## config.mk

```make
export PLATFORM = sky130hd
export DESIGN_NAME = jc_counter_param
export DESIGN_NICKNAME = d
export VERILOG_FILES = /design/src/rtl/jc_counter_param.sv
export SDC_FILE = /design/constraint.sdc
export NUM_CORES = 1
export LEC_CHECK = 0
export BUFFER_PORTS_ARGS = -buffer_cell sky130_fd_sc_hd__buf_2
export CORE_AREA = 5 5 42 44
export CTS_BUF_LIST = sky130_fd_sc_hd__clkbuf_8
export CTS_CLUSTER_SIZE = 28
export DETAILED_ROUTE_END_ITERATION = 8
export DIE_AREA = 0 0 47 49
export GPL_TIMING_DRIVEN = 0
export PLACE_DENSITY = 0.64
export RECOVER_POWER = 100
export SLEW_MARGIN = 5
export SYNTH_ARGS = -nofsm -noshare
export SYNTH_HDL_FRONTEND = slang
export SYNTH_SLANG_ARGS = --single-unit
```

## constraint.sdc

```tcl
create_clock -name clk -period 6.45 [get_ports clk]
set_input_delay 0.9675 -clock clk [delete_from_list [all_inputs] [get_ports clk]]
set_output_delay 0.9675 -clock clk [all_outputs]
set_load 0.02 [all_outputs]
```

## src/rtl/jc_counter_param.sv

```systemverilog
// jc_counter_param: parametrised Johnson (twisted-ring) counter with 2*WIDTH states.
// Adds count enable, up/down direction, synchronous parallel load, a decoded phase
// index and a registered wrap pulse on the 2*WIDTH-1 <-> 0 boundary crossing.
// Optional build macro JC_SELF_CORRECT_EN: flags non-Johnson codes on 'illegal' and
// forces the next enabled step from such a code back to zero.
module jc_counter_param #(
   parameter  int unsigned WIDTH = 4,
   localparam int unsigned PHW   = $clog2(2 * WIDTH)
) (
   input  logic             clk,
   input  logic             rst,
   input  logic             en,
   input  logic             dir,
   input  logic             load,
   input  logic [WIDTH-1:0] load_val,
   output logic [WIDTH-1:0] q,
   output logic [PHW-1:0]   phase,
   output logic             wrap,
   output logic             illegal
);

   // One extra bit so the constant 2*WIDTH is representable during the phase decode.
   localparam int unsigned CW = PHW + 1;

   // Code shown at phase 2*WIDTH-1; a forward step from here wraps to zero.
   localparam logic [WIDTH-1:0] LastCode = WIDTH'(1);

   logic [WIDTH-1:0] q_q, q_d;
   logic             wrap_q, wrap_d;
   logic [CW-1:0]    ones;
   logic [CW-1:0]    phase_full;
   logic             illegal_w;

   // Population count of the counter register.
   always_comb begin
      ones = '0;
      for (int i = 0; i < int'(WIDTH); i++) begin
         ones = ones + CW'(q_q[i]);
      end
   end

   // Phase decode: the low bit tells whether we are in the filling or draining half.
   always_comb begin
      phase_full = q_q[0] ? (CW'(2 * WIDTH) - ones) : ones;
   end

`ifdef JC_SELF_CORRECT_EN
   logic [WIDTH-2:0] edges;

   // A legal code has at most one adjacent-bit transition (linear, not circular).
   always_comb begin
      edges     = q_q[WIDTH-1:1] ^ q_q[WIDTH-2:0];
      illegal_w = ((edges & (edges - 1'b1)) != '0);
   end
`else
   assign illegal_w = 1'b0;
`endif

   // Next-state: load beats enable; enable steps in the sampled direction.
   always_comb begin
      q_d    = q_q;
      wrap_d = 1'b0;
      if (load) begin
         q_d = load_val;
      end else if (en) begin
         if (illegal_w) begin
            q_d = '0;
         end else if (!dir) begin
            q_d    = {~q_q[0], q_q[WIDTH-1:1]};
            wrap_d = (q_q == LastCode);
         end else begin
            q_d    = {q_q[WIDTH-2:0], ~q_q[WIDTH-1]};
            wrap_d = (q_q == '0);
         end
      end
   end

   // State registers; reset clears both the count and any pending wrap pulse.
   always_ff @(posedge clk or posedge rst) begin
      if (rst) begin
         q_q    <= '0;
         wrap_q <= 1'b0;
      end else begin
         q_q    <= q_d;
         wrap_q <= wrap_d;
      end
   end

   assign q       = q_q;
   assign phase   = phase_full[PHW-1:0];
   assign wrap    = wrap_q;
   assign illegal = illegal_w;

endmodule
```

# After elaboration in Yosys (flattened, before gate mapping)
# Index checks and enable logic that the tools add are counted.
# W data, S select, Z words.
[word_totals]
ff_bits = 5
inputBits = 9
[op_classes]
n_addsub = 4
eq_ne = 1
n_mux = 7
bitwise = 2
n_reduce_logical = 2
[op_table]
columns = ["operator", "count"]
rows = [
  ["$mux W4", 3],
  ["$eq A4 B1 Y1 const B", 1],
  ["$logic_not A4 Y1", 1],
  ["$add A2 B1 Y3", 1],
  ["$add A3 B1 Y3", 1],
  ["$mux W1", 3],
  ["$mux W3", 1],
  ["$sub A1 B3 Y3 const A", 1],
  ["$add A1 B1 Y2", 1],
  ["$not A1 Y1", 2],
  ["$reduce_bool A2 Y1", 1],
]

# Longest topological paths before layout
[logic_depth]
word_depth = 5
mapped_depth = 9
ltp_nobuf = 9

# Least setup slack after synthesis
# OpenSTA, ideal clock, no wires.
[synth_timing]
path_type = "register to output"
startpoint = "register q_q[0] (netlist: q[0])"
endpoint = "output port phase[2]"
t_arrival_ps = 2391
required_ps = 5483
path_slack_ps = 3092
stages_incl_launch_ff = 9
n_path_buf = 0
cell_sequence = "dfrtp_1 -> inv_1 -> fa_1 -> inv_1 -> ha_1 -> inv_1 -> ha_1 -> nand2b_1 -> xnor2_1"
[synth_between]
elab_chain_cells = 5
[synth_rtl]
columns = ["item", "line_no", "text"]
rows = [
  ["from (decl)", "28", "logic [WIDTH-1:0] q_q, q_d;"],
  ["from (signal assigned)", "84", "q_q <= q_d;"],
  ["$add A1 B1 Y2", "38", "ones = ones + CW'(q_q[i]);"],
  ["$add A2 B1 Y3", "38", ""],
  ["$add A3 B1 Y3", "38", ""],
  ["$sub A1 B3 Y3", "44", "phase_full = q_q[0] ? (CW'(2 * WIDTH) - ones) : ones;"],
  ["$mux W3 *", "44", ""],
  ["to (decl)", "17", "output logic [PHW-1:0] phase,"],
]
# Mark *: on every way between the ends. The rest lies on a longest branch, timed or not.

# Worst setup path in the final report
# Same ends and word-level chain as after synthesis.

==> results.sh <==
export IMPL_status="complete, no violations"
export IMPL_syn_to_final_growth_pct=27.3
export IMPL_first_global_vias=374
export IMPL_yosysSeqAreaShare_pct=28.7
export IMPL_path_buf_inv=4
export IMPL_yosysUniqueCellTypes=17
export IMPL_ios=18
export IMPL_die_x_um=47
export IMPL_cts_clk_slew_worst_paths_ns=0.04
export IMPL_numPortBuffers=14
export IMPL_start_kind="flop"
export IMPL_htree_levels=1
export IMPL_cp_required_ns=5.48
export IMPL_final_common_cell="clkbuf_1"
export IMPL_crit_path_max_fanout=9
export IMPL_crit_cells=10
export IMPL_path_delay_family="adder cells"
export IMPL_coreArea_um2=1400
export IMPL_finalHoldViolations=0
export IMPL_ff2ff_path_depth=4
export IMPL_nets=82
export IMPL_p_per_area_nw_per_um2=279
export IMPL_vias_per_cell=4.59
export IMPL_rsz0062_at_grt="no"
export IMPL_whs_path_depth=1
export IMPL_ctsResizeCount=0
export IMPL_clk_latency_ns=0.22
export IMPL_antenna_found_initial=0
export IMPL_fin_cells=82
export IMPL_crit_arrival_ns=2.59
export IMPL_place_inst=78
export IMPL_drc=0
export IMPL_cts_sinks=5
export IMPL_fin_worst_skew_ns=0.000700
export IMPL_post_cts_setup_buffer_count=0
export IMPL_yosys_register_bits=5
export IMPL_post_synth_top_area_cell="dfrtp_1"
export IMPL_crit_chain="inv_1 -> fa_1 -> inv_1 -> ha_1 -> ha_1 -> inv_1 -> ha_1 -> nand2b_1 -> xnor2_1 -> clkbuf_1"
export IMPL_rows=14
export IMPL_root_buffer="clkbuf_8"
export IMPL_ant_nets=0
export IMPL_gp_congestion=0.746
export IMPL_cts_made_buffers=3
export IMPL_wirelength_um=883
export IMPL_fin_crit_sh_pct=55.2
export IMPL_first_pass_iters=4
export IMPL_finalCriticalPeriod_ns=3.56
export IMPL_yosys_warnings=0
export IMPL_syn_area_per_cell_um2=9.07
export IMPL_nFillCells=163
export IMPL_drtIter0Drc=6
export IMPL_grtUsageTotal_pct=10.0
export IMPL_maxCapViolCount=0
export IMPL_maxSlewViolCount=0
export IMPL_fin_setup_tns_ns=0
export IMPL_p_leak_nw=0.280
export IMPL_syn_area_um2=435
export IMPL_critPathSlowestCell="fa_1"
export IMPL_endpoint_kind="output port"
export IMPL_dpl_hpwl_um=667
export IMPL_setup_viol=0
export IMPL_dr_total_vias=376
export IMPL_clock_path_buffers=2
export IMPL_drive_gt1_share_pct=19.7
export IMPL_syn_inst=48
export IMPL_diodes=0
export IMPL_cts_tree="done"
export IMPL_holdBufCountCts=0
export IMPL_design_die_area_um2=2300
export IMPL_grt_max_degree=10
export IMPL_layout_common_cells="9 x clkbuf_1, 8 x inv_1, 6 x o21ai_0"
export IMPL_synth_top_cell_area_share_pct=28.7
export IMPL_max_freq_mhz=281
export IMPL_cp_slowest_stage_delay_ns=0.55
export IMPL_grt_pass1_wl_mm=1.59
export IMPL_yosys_top_cells_area="dfrtp_1 29%, ha_1 14%, mux2i_1 6.9%"
export IMPL_ir_drop_mv=0.150
export IMPL_crit_type="flop to output port"
export IMPL_synth_nets=63
export IMPL_hold_class="flop to flop"
export IMPL_overflow=0
export IMPL_wl_per_cell_um=10.8
export IMPL_die_y_um=49
export IMPL_start_util_pct=31.1
==> stage by stage <==
step           setup WS (ns)  utilization, %  total power, mW  hold slack [ns]  cell area [um^2]
3_5_place_dp            3.18            37.5           0.0999            0.547               526
5_1_grt                 2.74            39.6            0.169            0.599               554
4_1_cts                 2.93            40.8            0.161            0.554               572
3_3_place_gp            3.21            37.5           0.0992            0.549               526
2_1_floorplan           3.09               -           0.0830            0.619               435
6_report                2.89            39.6            0.155            0.557               554
==> cell families (layout without fill, tap and decap cells) <==
kind of cell    Yosys count  in the layout  synth area share [%]
compound gates           11             11                  12.6
other cells               1              1                 0.861
flops                     5              5                  28.7
xor+xnor                  1              1                  2.01
mux                       3              3                  6.90
simple gates             10             10                  17.0
fa+ha+maj                 6              6                  19.0
buf+inv                  11             29                  12.9
==> state kept, by name, indices dropped and copies added (netlist names) <==
signal and count:
q 4, wrap 1
==> final cells by class <==
cell class / instances / area [um^2] / area share (%)
plain buffers: 3 / 26.3 / 4.74
clock buffers: 3 / 41.3 / 7.45
clock inverters: 1 / 5.00 / 0.903
inverters: 8 / 30.0 / 5.42
multi-input cells: 32 / 248 / 44.7
flip-flops and latches: 5 / 125 / 22.6
well taps: 16 / 20.0 / 3.61
repair buffers: 14 / 58.8 / 10.6
==> worst register-to-register path: stages (launching register included) <==
cell     delay, ns
dfrtp_1       0.48
inv_1         0.13
ha_1          0.21
mux2i_1       0.15
nor4_1        0.07
==> worst paths after layout <==
check	from	slack (ns)	to
max in group asynchronous	rst	5.66	q[2]
min reg2reg	q[3]	0.56	wrap
max reg2reg	q[0]	5.28	wrap
min in group asynchronous	rst	0.63	wrap
max	q[0]	2.89	phase[2]
min	q[3]	0.56	wrap
==> metal layers <==
layer | track usage, % | vias up | share of wire [%]
li1 | - | 193 | -
met1 | 12.8 | 164 | 44
met2 | 12.9 | 17 | 45
met3 | 4.43 | 2 | 8.6
met4 | 6.91 | 0 | 2.6
met5 | 0 | - | 0
==> synthesized netlist by cell type <==
| master | number |
|---|---|
| nand2b_4 | 1 |
| nand2b_1 | 1 |
| nand2_1 | 2 |
| nor3b_1 | 4 |
| inv_1 | 8 |
| a21oi_1 | 5 |
| buf_6 | 1 |
| xnor2_1 | 1 |
| conb_1 | 1 |
| mux2i_1 | 3 |
| fa_1 | 1 |
| buf_4 | 2 |
| nor2_1 | 1 |
| nor4_2 | 1 |
| dfrtp_1 | 5 |
| ha_1 | 5 |
| o21ai_0 | 6 |
==> power by group <==
part	internal, mW	total [mW]	switching (mW)
Combinational	0.0210	0.0565	0.0355
Sequential	0.0344	0.0393	0.00485
Clock	0.0416	0.0589	0.0173
(Power assumes the default switching activity.)
